--- config.mk ---
export PLATFORM = sky130hd
export DESIGN_NAME = btb_update_controller
export DESIGN_NICKNAME = d
export VERILOG_FILES = /design/src/rtl/btb_update_controller.sv
export SDC_FILE = /design/constraint.sdc
export NUM_CORES = 1
export LEC_CHECK = 0
export ABC_AREA = 0
export CORE_UTILIZATION = 45
export DETAILED_ROUTE_END_ITERATION = 12
export GPL_TIMING_DRIVEN = 0
export PLACE_DENSITY = 0.79
export RECOVER_POWER = 100
export SETUP_SLACK_MARGIN = 0.2
export SLEW_MARGIN = 20
export SYNTH_ARGS = -nofsm -noshare
export SYNTH_HDL_FRONTEND = slang
export SYNTH_SLANG_ARGS = --single-unit
--- constraint.sdc ---
create_clock -name btb_ctrl_clk -period 9.4 [get_ports btb_ctrl_clk]
set_input_delay 2.35 -clock btb_ctrl_clk [delete_from_list [all_inputs] [get_ports btb_ctrl_clk]]
set_output_delay 2.35 -clock btb_ctrl_clk [all_outputs]
set_load 0.005 [all_outputs]
--- src/rtl/btb_update_controller.sv ---
// btb_update_controller
// Queues resolved-branch updates and issues each one to the BTB as a SETUP/COMMIT
// pair (the BTB latches its write index one cycle before the write lands). Also
// owns BTB flush: queued updates are dropped and every BTB index is invalidated,
// one per cycle.
//
// Handshake: an update transfers on a rising edge where upd_valid && upd_ready.
// upd_valid may be held with stable payload until accepted; upd_ready never
// depends on upd_valid.
module btb_update_controller #(
    parameter int FIFO_DEPTH  = 4,
    parameter int BTB_ENTRIES = 1024,
    parameter int IDX_W       = 10
) (
    input  logic                        btb_ctrl_clk,
    input  logic                        btb_ctrl_reset,
    input  logic                        upd_valid,
    output logic                        upd_ready,
    input  logic [31:0]                 upd_pc,
    input  logic [31:0]                 upd_target,
    input  logic                        upd_taken,
    input  logic                        flush_req,
    output logic                        flush_busy,
    output logic [$clog2(FIFO_DEPTH):0] fifo_count,
    output logic [31:0]                 btb_new_pc,
    output logic [31:0]                 btb_data,
    output logic                        btb_branch_taken,
    output logic                        btb_write,
    output logic                        btb_inv,
    output logic [IDX_W-1:0]            btb_inv_index,
    output logic [1:0]                  fsm_state
);

    localparam int PTR_W = $clog2(FIFO_DEPTH);
    localparam int CNT_W = $clog2(FIFO_DEPTH) + 1;

    typedef enum logic [1:0] {
        ST_IDLE   = 2'd0,
        ST_SETUP  = 2'd1,
        ST_COMMIT = 2'd2,
        ST_SWEEP  = 2'd3
    } state_t;

    state_t             state_q, state_d;
    logic [31:0]        mem_pc  [FIFO_DEPTH];
    logic [31:0]        mem_tgt [FIFO_DEPTH];
    logic               mem_tk  [FIFO_DEPTH];
    logic [PTR_W-1:0]   wr_ptr_q, rd_ptr_q;
    logic [CNT_W-1:0]   count_q;
    logic [IDX_W-1:0]   sweep_idx_q;
    logic               push, pop;

    // Accept only when there is room, no sweep runs and no flush is being requested.
    assign upd_ready = (count_q != CNT_W'(FIFO_DEPTH)) && (state_q != ST_SWEEP) && !flush_req;
    assign push      = upd_valid && upd_ready;
    // The head leaves at the closing edge of COMMIT; a flush clears the queue anyway.
    assign pop       = (state_q == ST_COMMIT);

    assign fifo_count = count_q;
    assign fsm_state  = state_q;

    // Next-state logic; a sampled flush_req overrides every other transition.
    always_comb begin
        state_d = state_q;
        if (flush_req) begin
            state_d = ST_SWEEP;
        end else begin
            case (state_q)
                ST_IDLE:   if (count_q != '0) state_d = ST_SETUP;
                ST_SETUP:  state_d = ST_COMMIT;
                ST_COMMIT: state_d = ((count_q > CNT_W'(1)) || push) ? ST_SETUP : ST_IDLE;
                ST_SWEEP:  if (sweep_idx_q == IDX_W'(BTB_ENTRIES - 1)) state_d = ST_IDLE;
                default:   state_d = ST_IDLE;
            endcase
        end
    end

    // BTB-facing outputs decoded purely from registered state and the FIFO head.
    always_comb begin
        btb_new_pc       = '0;
        btb_data         = '0;
        btb_branch_taken = 1'b0;
        btb_write        = 1'b0;
        btb_inv          = 1'b0;
        btb_inv_index    = '0;
        flush_busy       = 1'b0;
        case (state_q)
            ST_SETUP, ST_COMMIT: begin
                btb_new_pc       = mem_pc[rd_ptr_q];
                btb_data         = mem_tgt[rd_ptr_q];
                btb_branch_taken = mem_tk[rd_ptr_q];
                btb_write        = (state_q == ST_COMMIT);
            end
            ST_SWEEP: begin
                btb_inv       = 1'b1;
                btb_inv_index = sweep_idx_q;
                flush_busy    = 1'b1;
            end
            default: ;
        endcase
    end

    // State register and sweep counter; flush restarts the sweep at index 0.
    always_ff @(posedge btb_ctrl_clk or negedge btb_ctrl_reset) begin
        if (!btb_ctrl_reset) begin
            state_q     <= ST_IDLE;
            sweep_idx_q <= '0;
        end else begin
            state_q <= state_d;
            if (flush_req) begin
                sweep_idx_q <= '0;
            end else if (state_q == ST_SWEEP) begin
                sweep_idx_q <= (sweep_idx_q == IDX_W'(BTB_ENTRIES - 1)) ? '0 : sweep_idx_q + 1'b1;
            end else begin
                sweep_idx_q <= '0;
            end
        end
    end

    // FIFO pointers and occupancy; a flush discards everything queued.
    always_ff @(posedge btb_ctrl_clk or negedge btb_ctrl_reset) begin
        if (!btb_ctrl_reset) begin
            wr_ptr_q <= '0;
            rd_ptr_q <= '0;
            count_q  <= '0;
        end else if (flush_req) begin
            wr_ptr_q <= '0;
            rd_ptr_q <= '0;
            count_q  <= '0;
        end else begin
            if (push) wr_ptr_q <= wr_ptr_q + 1'b1;
            if (pop)  rd_ptr_q <= rd_ptr_q + 1'b1;
            case ({push, pop})
                2'b10:   count_q <= count_q + 1'b1;
                2'b01:   count_q <= count_q - 1'b1;
                default: count_q <= count_q;
            endcase
        end
    end

    // FIFO payload storage; contents are only observed while an entry is valid.
    always_ff @(posedge btb_ctrl_clk) begin
        if (push) begin
            mem_pc[wr_ptr_q]  <= upd_pc;
            mem_tgt[wr_ptr_q] <= upd_target;
            mem_tk[wr_ptr_q]  <= upd_taken;
        end
    end

endmodule

After elaboration in Yosys (flattened, before gate mapping)
Memories as Yosys holds them, arrays and structs flattened. Index checks and enable logic that the tools add are counted.

$add $sub $neg: 5. Magnitude comparators: 1. Eq/ne operators: 10. Muxes and demuxes: 22. Reduce and logical (&&, ||, !) cells: 12.

Operator list (number): $mux W32 (2); $mux W10 (4); $mux W2 (7); $add A10 B1 Y10 const B (1); $eq A10 B10 Y1 const B (1); $ne A3 B3 Y1 const B (3); $pmux W2 S4 (1); $eq A2 B2 Y1 const B (3); $mux W1 (6); $pmux W3 S2 (1); $reduce_bool A3 Y1 (2); $add A2 B1 Y2 const B (2); $eq A2 B1 Y1 const B (2); $reduce_bool A2 Y1 (2); $add A3 B1 Y3 const B (1); $gt A3 B1 Y1 const B (1); $logic_and A1 B1 Y1 (3); $mux W3 (1); $sub A3 B1 Y3 const B (1); $logic_not A2 Y1 (1); $ne A2 B2 Y1 const B (1); $reduce_and A2 Y1 (1); $reduce_or A2 Y1 (1); $logic_not A1 Y1 (1); $logic_or A1 B1 Y1 (1).

Register bits after elaboration: 19. RAM bits: 260. Output and inout port bits: 84. Word-level logic and storage cells: 58. Memories: 3.

Memory list: mem_pc (words 4, bits a word 32, rd ports 1, clocked after Yosys merged registers in 0, wr ports 1, RTL line 45) `logic [31:0] mem_pc [FIFO_DEPTH];`; mem_tgt (words 4, bits a word 32, rd ports 1, clocked after Yosys merged registers in 0, wr ports 1, RTL line 46) `logic [31:0] mem_tgt [FIFO_DEPTH];`; mem_tk (words 4, bits a word 1, rd ports 1, clocked after Yosys merged registers in 0, wr ports 1, RTL line 47) `logic mem_tk [FIFO_DEPTH];`.

Longest topological paths before layout
Gate-level depths: netlist of the first run.

Word-level depth: 8. Gate-level depth with buffers: 7. Gate-level depth less buffers: 6.

Least setup slack after synthesis of the first run
OpenSTA, ideal clock, no wires.

Path type: input to output. Start: in flush_req. End: out upd_ready. Arrival time: 2.588 ns. Required time: 7.050 ns. Setup slack: 4.462 ns. Stages on the path: 1. Path buffers: 0. Path through: a211oi_4.

Cells in the longest elaborated chain, start to end: 2.

Ends and longest elaborated chain: from (decl) (RTL line 22) `input logic flush_req,`; $logic_not A1 Y1 (RTL line 54) `assign upd_ready = (count_q != CNT_W'(FIFO_DEPTH)) && (state_q != ST_SWEEP) && !flush_req;`; $logic_and A1 B1 Y1 (RTL line 54); to (decl) (RTL line 18) `output logic upd_ready,`.

No other way between the ends.

Final worst setup path of the first run
Start: in flush_req. End: mem mem_tk[0], enable pin.

Cells in the longest elaborated chain, start to end: 5.

Ends and longest elaborated chain: $logic_not A1 Y1 (RTL line 54); $logic_and A1 B1 Y1 (RTL line 54); $logic_and A1 B1 Y1 (RTL line 55) `assign push = upd_valid && upd_ready;`; $mux W1 (RTL line 143) `if (push) begin`; $mux W1 (implied by the code) (RTL line 146) `mem_tk[wr_ptr_q] <= upd_taken;`; to (decl) (RTL line 47).

No other way between the ends.

==> results of run 1 <==
## sequential cells by signal, indices dropped and copies added, names as in the netlist
register,count
mem_pc,128
fifo_count,3
rd_ptr_q,2
wr_ptr_q,2
mem_tgt,128
sweep_idx_q,10
fsm_state,2
mem_tk,4
## routing by layer
metal | vias to the layer above | GRT usage (%)
met4 | 2 | 4.85
li1 | 2509 | -
met3 | 30 | 2.77
met2 | 137 | 29.6
met5 | - | 0
met1 | 2819 | 21.8
## worst max-delay path by stage
stage              start                  endpoint  slack (ps)  cells past startpoint
6_report       flush_req       mem_tk[0]$_DFFE_PP_        2690                      4
5_1_grt        flush_req   mem_pc[1][11]$_DFFE_PP_        2360                      4
4_1_cts        flush_req                 upd_ready        3310                      3
3_5_place_dp   flush_req                 upd_ready        3310                      3
3_3_place_gp   flush_req  mem_tgt[1][19]$_DFFE_PP_        2990                      3
2_1_floorplan  flush_req                 upd_ready        4460                      1
## metrics by stage
stage / hold slack (ps) / instances / power (uW) / utilization [%] / area (um^2)
floorplan: 468 / 543 / 2220 / - / 11100
global placement: 503 / 1019 / 2870 / 53.6 / 13000
detailed placement: 501 / 1023 / 2880 / 54.1 / 13100
CTS: 509 / 1074 / 4030 / 58.0 / 14100
global route: 547 / 1076 / 4110 / 57.5 / 13900
finish: 505 / 1077 / 3920 / 57.5 / 13900
## cell type report
cell class                 count  share of cell area [%]
antenna                        3                  0.0538
tap                          324                    2.91
inverter                      10                   0.269
timing repair buffer         156                    11.0
clock inverter                17                    1.48
multi-input combinational    226                    18.1
sequential                   279                    59.4
buffer                        28                    1.43
clock buffer                  34                    5.34
## Yosys cell counts
cell type and count:
a211oi_1 1, a211oi_4 1, a21oi_1 6, a31oi_1 1
and2_1 77, and3_1 4, buf_12 4, buf_2 7
buf_4 5, buf_6 1, clkbuf_1 11, dfrtp_1 19
edfxtp_1 260, ha_1 14, inv_1 10, mux2_4 1
mux2i_1 2, mux4_2 65, nand2_1 8, nand3_1 4
nand4_1 3, nand4b_1 1, nor2_1 17, nor3_1 2
o21ai_0 3, o21ai_2 1, o311ai_1 1, o31ai_1 2
or3_1 2, xnor2_1 8, xor2_1 2
## cells by family after synthesis
logic type | after synthesis
compound gates | 16
xor+xnor | 10
fa+ha+maj | 14
buf+inv | 38
flops | 279
mux | 68
simple gates | 118
## cells in the final DEF (no fill, tap or decap), types with 6 or more instances in the layout
cell,Yosys,layout
edfxtp_1,260,260
dlygate4sd3_1,0,87
mux4_2,65,65
clkdlybuf4s50_1,0,65
and2_0,0,64
clkbuf_16,0,29
clkbuf_1,11,23
dfrtp_1,19,19
nor2_1,17,17
ha_1,14,14
and2_1,77,13
inv_1,10,10
nand2_1,8,8
xnor2_1,8,8
a21oi_1,6,6
clkinv_1,0,6
## power breakdown
part,switching [uW],internal (uW)
clock network,442,697
logic,553,735
registers,34.7,1460
total,1030,2890
==> impl_metrics.json, run 1 <==
{
  "p_leak_uw": 0.00456,
  "r2r_end": "mem_tk[0]$_DFFE_PP_",
  "synth_mux_area_share_pct": 13.5,
  "synth_top_family_by_area": "multiplexers",
  "slew-limit-headroom_pct": -80.0,
  "syn_area_per_cell_um2": 20.4,
  "clock.fmax_mhz": 149,
  "overflow": 0,
  "insertion_delay_ps": 530,
  "r2r_cells": 5,
  "min_to": "sweep_idx_q[0]$_DFF_PN0_",
  "first_iter_violations": 258,
  "ir_worst_vdd_mv": 0.142,
  "gp_congestion": 0.783,
  "route.detailed.drc": 0,
  "cts_resized": 0,
  "fin_ws_ps": 2690,
  "min_period_ps": 6710,
  "clkSlewWorstSetupHoldPaths_ps": 60,
  "antenna_left": 0,
  "wl_met2_um": 11000,
  "die_x_um": 159,
  "synth-xor-area-share_pct": 0.791,
  "finalWirelength_um": 21100,
  "hold_start": "sweep_idx_q[0]$_DFF_PN0_",
  "synth.largest_area_cell": "edfxtp_1",
  "post_cts_buffers": 0,
  "synth-compound-area-share_pct": 1.01,
  "multi_input_area_mm2": 0.00253,
  "syn_nets": 626,
  "cts.sinks": 279,
  "crit_path_start_kind": "input port",
  "finClkSkew_ps": 9.88,
  "met3_length_um": 885,
  "grt_pass1_wl_um": 32700,
  "clk_path_buf_depth": 3,
  "timing.final.crit_share_pct": 71.4,
  "antenna_found_initial": 4,
  "slowest_stage": "clkbuf_1",
  "top_layer_used": "met5",
  "io_buffers": 152,
  "fin_nets": 812,
  "slew_violations": 216,
  "area_delta_synth_final_pct": 26.0,
  "hpwl_um": 13400,
  "worst-path-buf-inv": 2,
  "path_class": "in -> reg",
  "tns_ps": 0,
  "grt_usage_pct": 16.9,
  "r2r-start": "fifo_count[0]$_DFFE_PN0P_",
  "place_ws_ps": 3310,
  "critical_path.top_delay_family": "buffers and inverters",
  "min_path_cells": 1,
  "drv_cap": 6,
  "vias": 5497,
  "violations": "max-capacitance violations, max-slew violations",
  "yosys.area_share.adder_pct": 1.58,
  "wl_met1_um": 8780,
  "io_pins": 153,
  "ys_ff_latch": 279,
  "slowest_delay_ps": 1830,
  "cts_root_buf": "clkbuf_16",
  "coreArea_mm2": 0.0242,
  "cts_made_buffers": 28,
  "firstDrtPassIters": 5,
  "synth_seq_area_share_pct": 74.8,
  "htreeDepth": 1,
  "outcome": "finished, violations left",
  "synth_cell_types": 31,
  "finalSetupViolations": 0,
  "cp.arrival_ps": 6800,
  "synth.area.top_cells": "edfxtp_1, mux4_2, and2_1, dfrtp_1, ha_1",
  "cp-end-kind": "flop",
  "tightest_slew_ps": 2700,
  "final-hold-violation-count": 0,
  "synthSimpleGateAreaFrac_pct": 6.06,
  "first_global_vias": 5867,
  "fp.dieH_um": 159,
  "rows": 57,
  "wl_per_cell_um": 19.6,
  "grt_max_degree": 41,
  "synth_area_mm2": 0.0111,
  "required_ps": 9490,
  "cts_tree": "built",
  "drive_above_1_share_pct": 16.0,
  "synthCells": 543,
  "seq_area_mm2": 0.00828,
  "rsz0062_at_grt": "false",
  "path_cells": "dlygate4sd3_1, a211oi_1, and3_1, clkbuf_1",
  "vias_per_cell": 5.10,
  "synth_top_area_share_pct": 70.5,
  "fillers": 1831,
  "start_util_pct": 45.7,
  "r2r_setup_slack_ps": 4180,
  "p_per_area_mw_per_mm2": 281,
  "yosys_warnings": 0,
  "holdBufCountCts": 0,
  "dieArea_mm2": 0.0252,
  "crit_fanout": 37,
  "hold_class": "reg -> reg"
}
(Power assumes the default switching activity.)
==> run 2: changes to the inputs <==
Clock period 9.4 ns to 6.6 ns, I/O delays scaled along.
==> run 2 against run 1 <==
  * Utilization grew 0.33 points
  * The flow still finishes with violations (max-capacitance violations, max-slew violations)
  * Largest power group unchanged
  * Critical path depth shrank 1
  * Via count grew 0.16%
  * Routed wire length shrank 0.25%
  * Non-clock buffer count is the same
  * Worst hold slack is essentially flat
  * Total power grew 43%
  * Register-to-register slack lost 1300 ps
  * Count of clock-buffer cells in the layout is the same
  * Highest routed layer unchanged
  * Setup slack lost 1300 ps
  * Clock skew grew 1.8 ps
==> impl_metrics.json, run 2 (synthesis gave the netlist of run 1 again) <==
{
  "outcome": "finished, violations left",
  "violations": "max-capacitance violations, max-slew violations",
  "finalWirelength_um": 21100,
  "path_class": "in -> out",
  "overflow": 0,
  "finClkSkew_ps": 11.7,
  "wl_per_cell_um": 19.6,
  "cts_tree": "built",
  "dieArea_mm2": 0.0252,
  "top_regs": "mem_pc x128, mem_tgt x128, sweep_idx_q x10",
  "vias_per_cell": 5.11,
  "crit_fanout": 8,
  "start_util_pct": 45.7,
  "holdWs_ps": 506,
  "r2r-start": "fifo_count[0]$_DFFE_PN0P_",
  "cp-end-kind": "output port",
  "r2r_setup_slack_ps": 2830,
  "vias": 5506,
  "antenna_found_initial": 4,
  "io_buffers": 152,
  "final_common_cell": "edfxtp_1",
  "first_global_vias": 5867,
  "area_delta_synth_final_pct": 26.7,
  "cts_root_buf": "clkbuf_16",
  "coreArea_mm2": 0.0242,
  "ir_worst_vdd_mv": 0.202,
  "min_to": "sweep_idx_q[0]$_DFF_PN0_",
  "drive_above_1_share_pct": 16.5,
  "grt_max_degree": 41,
  "die_x_um": 159,
  "hold_start": "sweep_idx_q[0]$_DFF_PN0_",
  "min_period_ps": 5220,
  "cts_resized": 0,
  "io_pins": 153,
  "clock.fmax_mhz": 192,
  "place_area_mm2": 0.0131,
  "gp_congestion": 0.783,
  "p_leak_uw": 0.00460,
  "fin_nets": 812,
  "htreeDepth": 1,
  "tightest_slew_ps": 1880,
  "grt_usage_pct": 16.9,
  "finalSetupViolations": 0,
  "cp-startpoint": "flush_req",
  "rsz0062_at_grt": "false",
  "clkSlewWorstSetupHoldPaths_ps": 60,
  "holdBufCountCts": 0,
  "tns_ps": 0,
  "drv_cap": 3,
  "crit_path_start_kind": "input port",
  "cts.sinks": 279,
  "slew_violations": 93,
  "insertion_delay_ps": 530,
  "p_per_area_mw_per_mm2": 399,
  "required_ps": 4950,
  "grt_pass1_wl_um": 32700,
  "fp.dieH_um": 159,
  "timing.final.crit_share_pct": 79.1,
  "final-hold-violation-count": 0,
  "r2r_end": "mem_tk[3]$_DFFE_PP_",
  "post_cts_buffers": 0,
  "antenna_left": 0,
  "cp.arrival_ps": 3570,
  "slew-limit-headroom_pct": -25.3,
  "route.detailed.drc": 0,
  "clk_path_buf_depth": 3,
  "most-common-layout-cells": "edfxtp_1, dlygate4sd3_1, mux4_2, clkdlybuf4s50_1, and2_0",
  "firstDrtPassIters": 4,
  "r2r_cells": 5,
  "first_iter_violations": 264,
  "cts_made_buffers": 28,
  "min_path_cells": 1,
  "hold_class": "reg -> reg",
  "fin_area_mm2": 0.0140,
  "rows": 57,
  "hpwl_um": 13400
}
-- run 2: changes by cell type in the layout (fill, tap and decap cells not counted), sizes merged --
cell | previous run | this run
buf | 13 | 17
clkbuf | 53 | 49
-- run 2: report_power, final --
part | internal, uW | total (uW) | switching, uW
Clock | 993 | 1620 | 629
Combinational | 1060 | 1850 | 790
Sequential | 2080 | 2130 | 49.1
Total | 4130 | 5590 | 1470
-- run 2: metal layers --
metal,vias up,track usage [%],routed length (um)
met5,-,0,8
met4,2,4.85,469
met3,31,2.77,885
met2,137,29.6,10900
met1,2825,21.8,8790
li1,2511,-,-
-- run 2: area by class of cell --
class                   instances  area [um^2]
flip-flops and latches        279         8280
fillers                      1820        10200
diodes                          3         7.51
inverters                      10         37.5
plain buffers                  28          199
clock inverters                17          206
clock buffers                  34          744
multi-input cells             226         2530
repair buffers                156         1620
well taps                     324          405
-- run 2: worst max-delay path by stage --
stage	end
after detailed placement	upd_ready
after global routing	upd_ready
after floorplan	mem_pc[0][0]$_DFFE_PP_
after global placement	mem_tgt[1][19]$_DFFE_PP_
final	upd_ready
after CTS	btb_data[22]
-- run 2: metrics by stage --
step                instances  total power (uW)  setup slack, ps  utilization [%]
floorplan                 543              3160             2630                -
global placement         1019              4090              890             53.6
detailed placement       1023              4110             1910             54.1
CTS                      1074              5740             1770             58.0
global route             1076              5860             1320             57.8
finish                   1077              5590             1380             57.8
-- run 2: critical path: stages --
cell,delay [ps]
dlygate4sd3_1,550
a211oi_1,690
dlygate4sd3_1,670
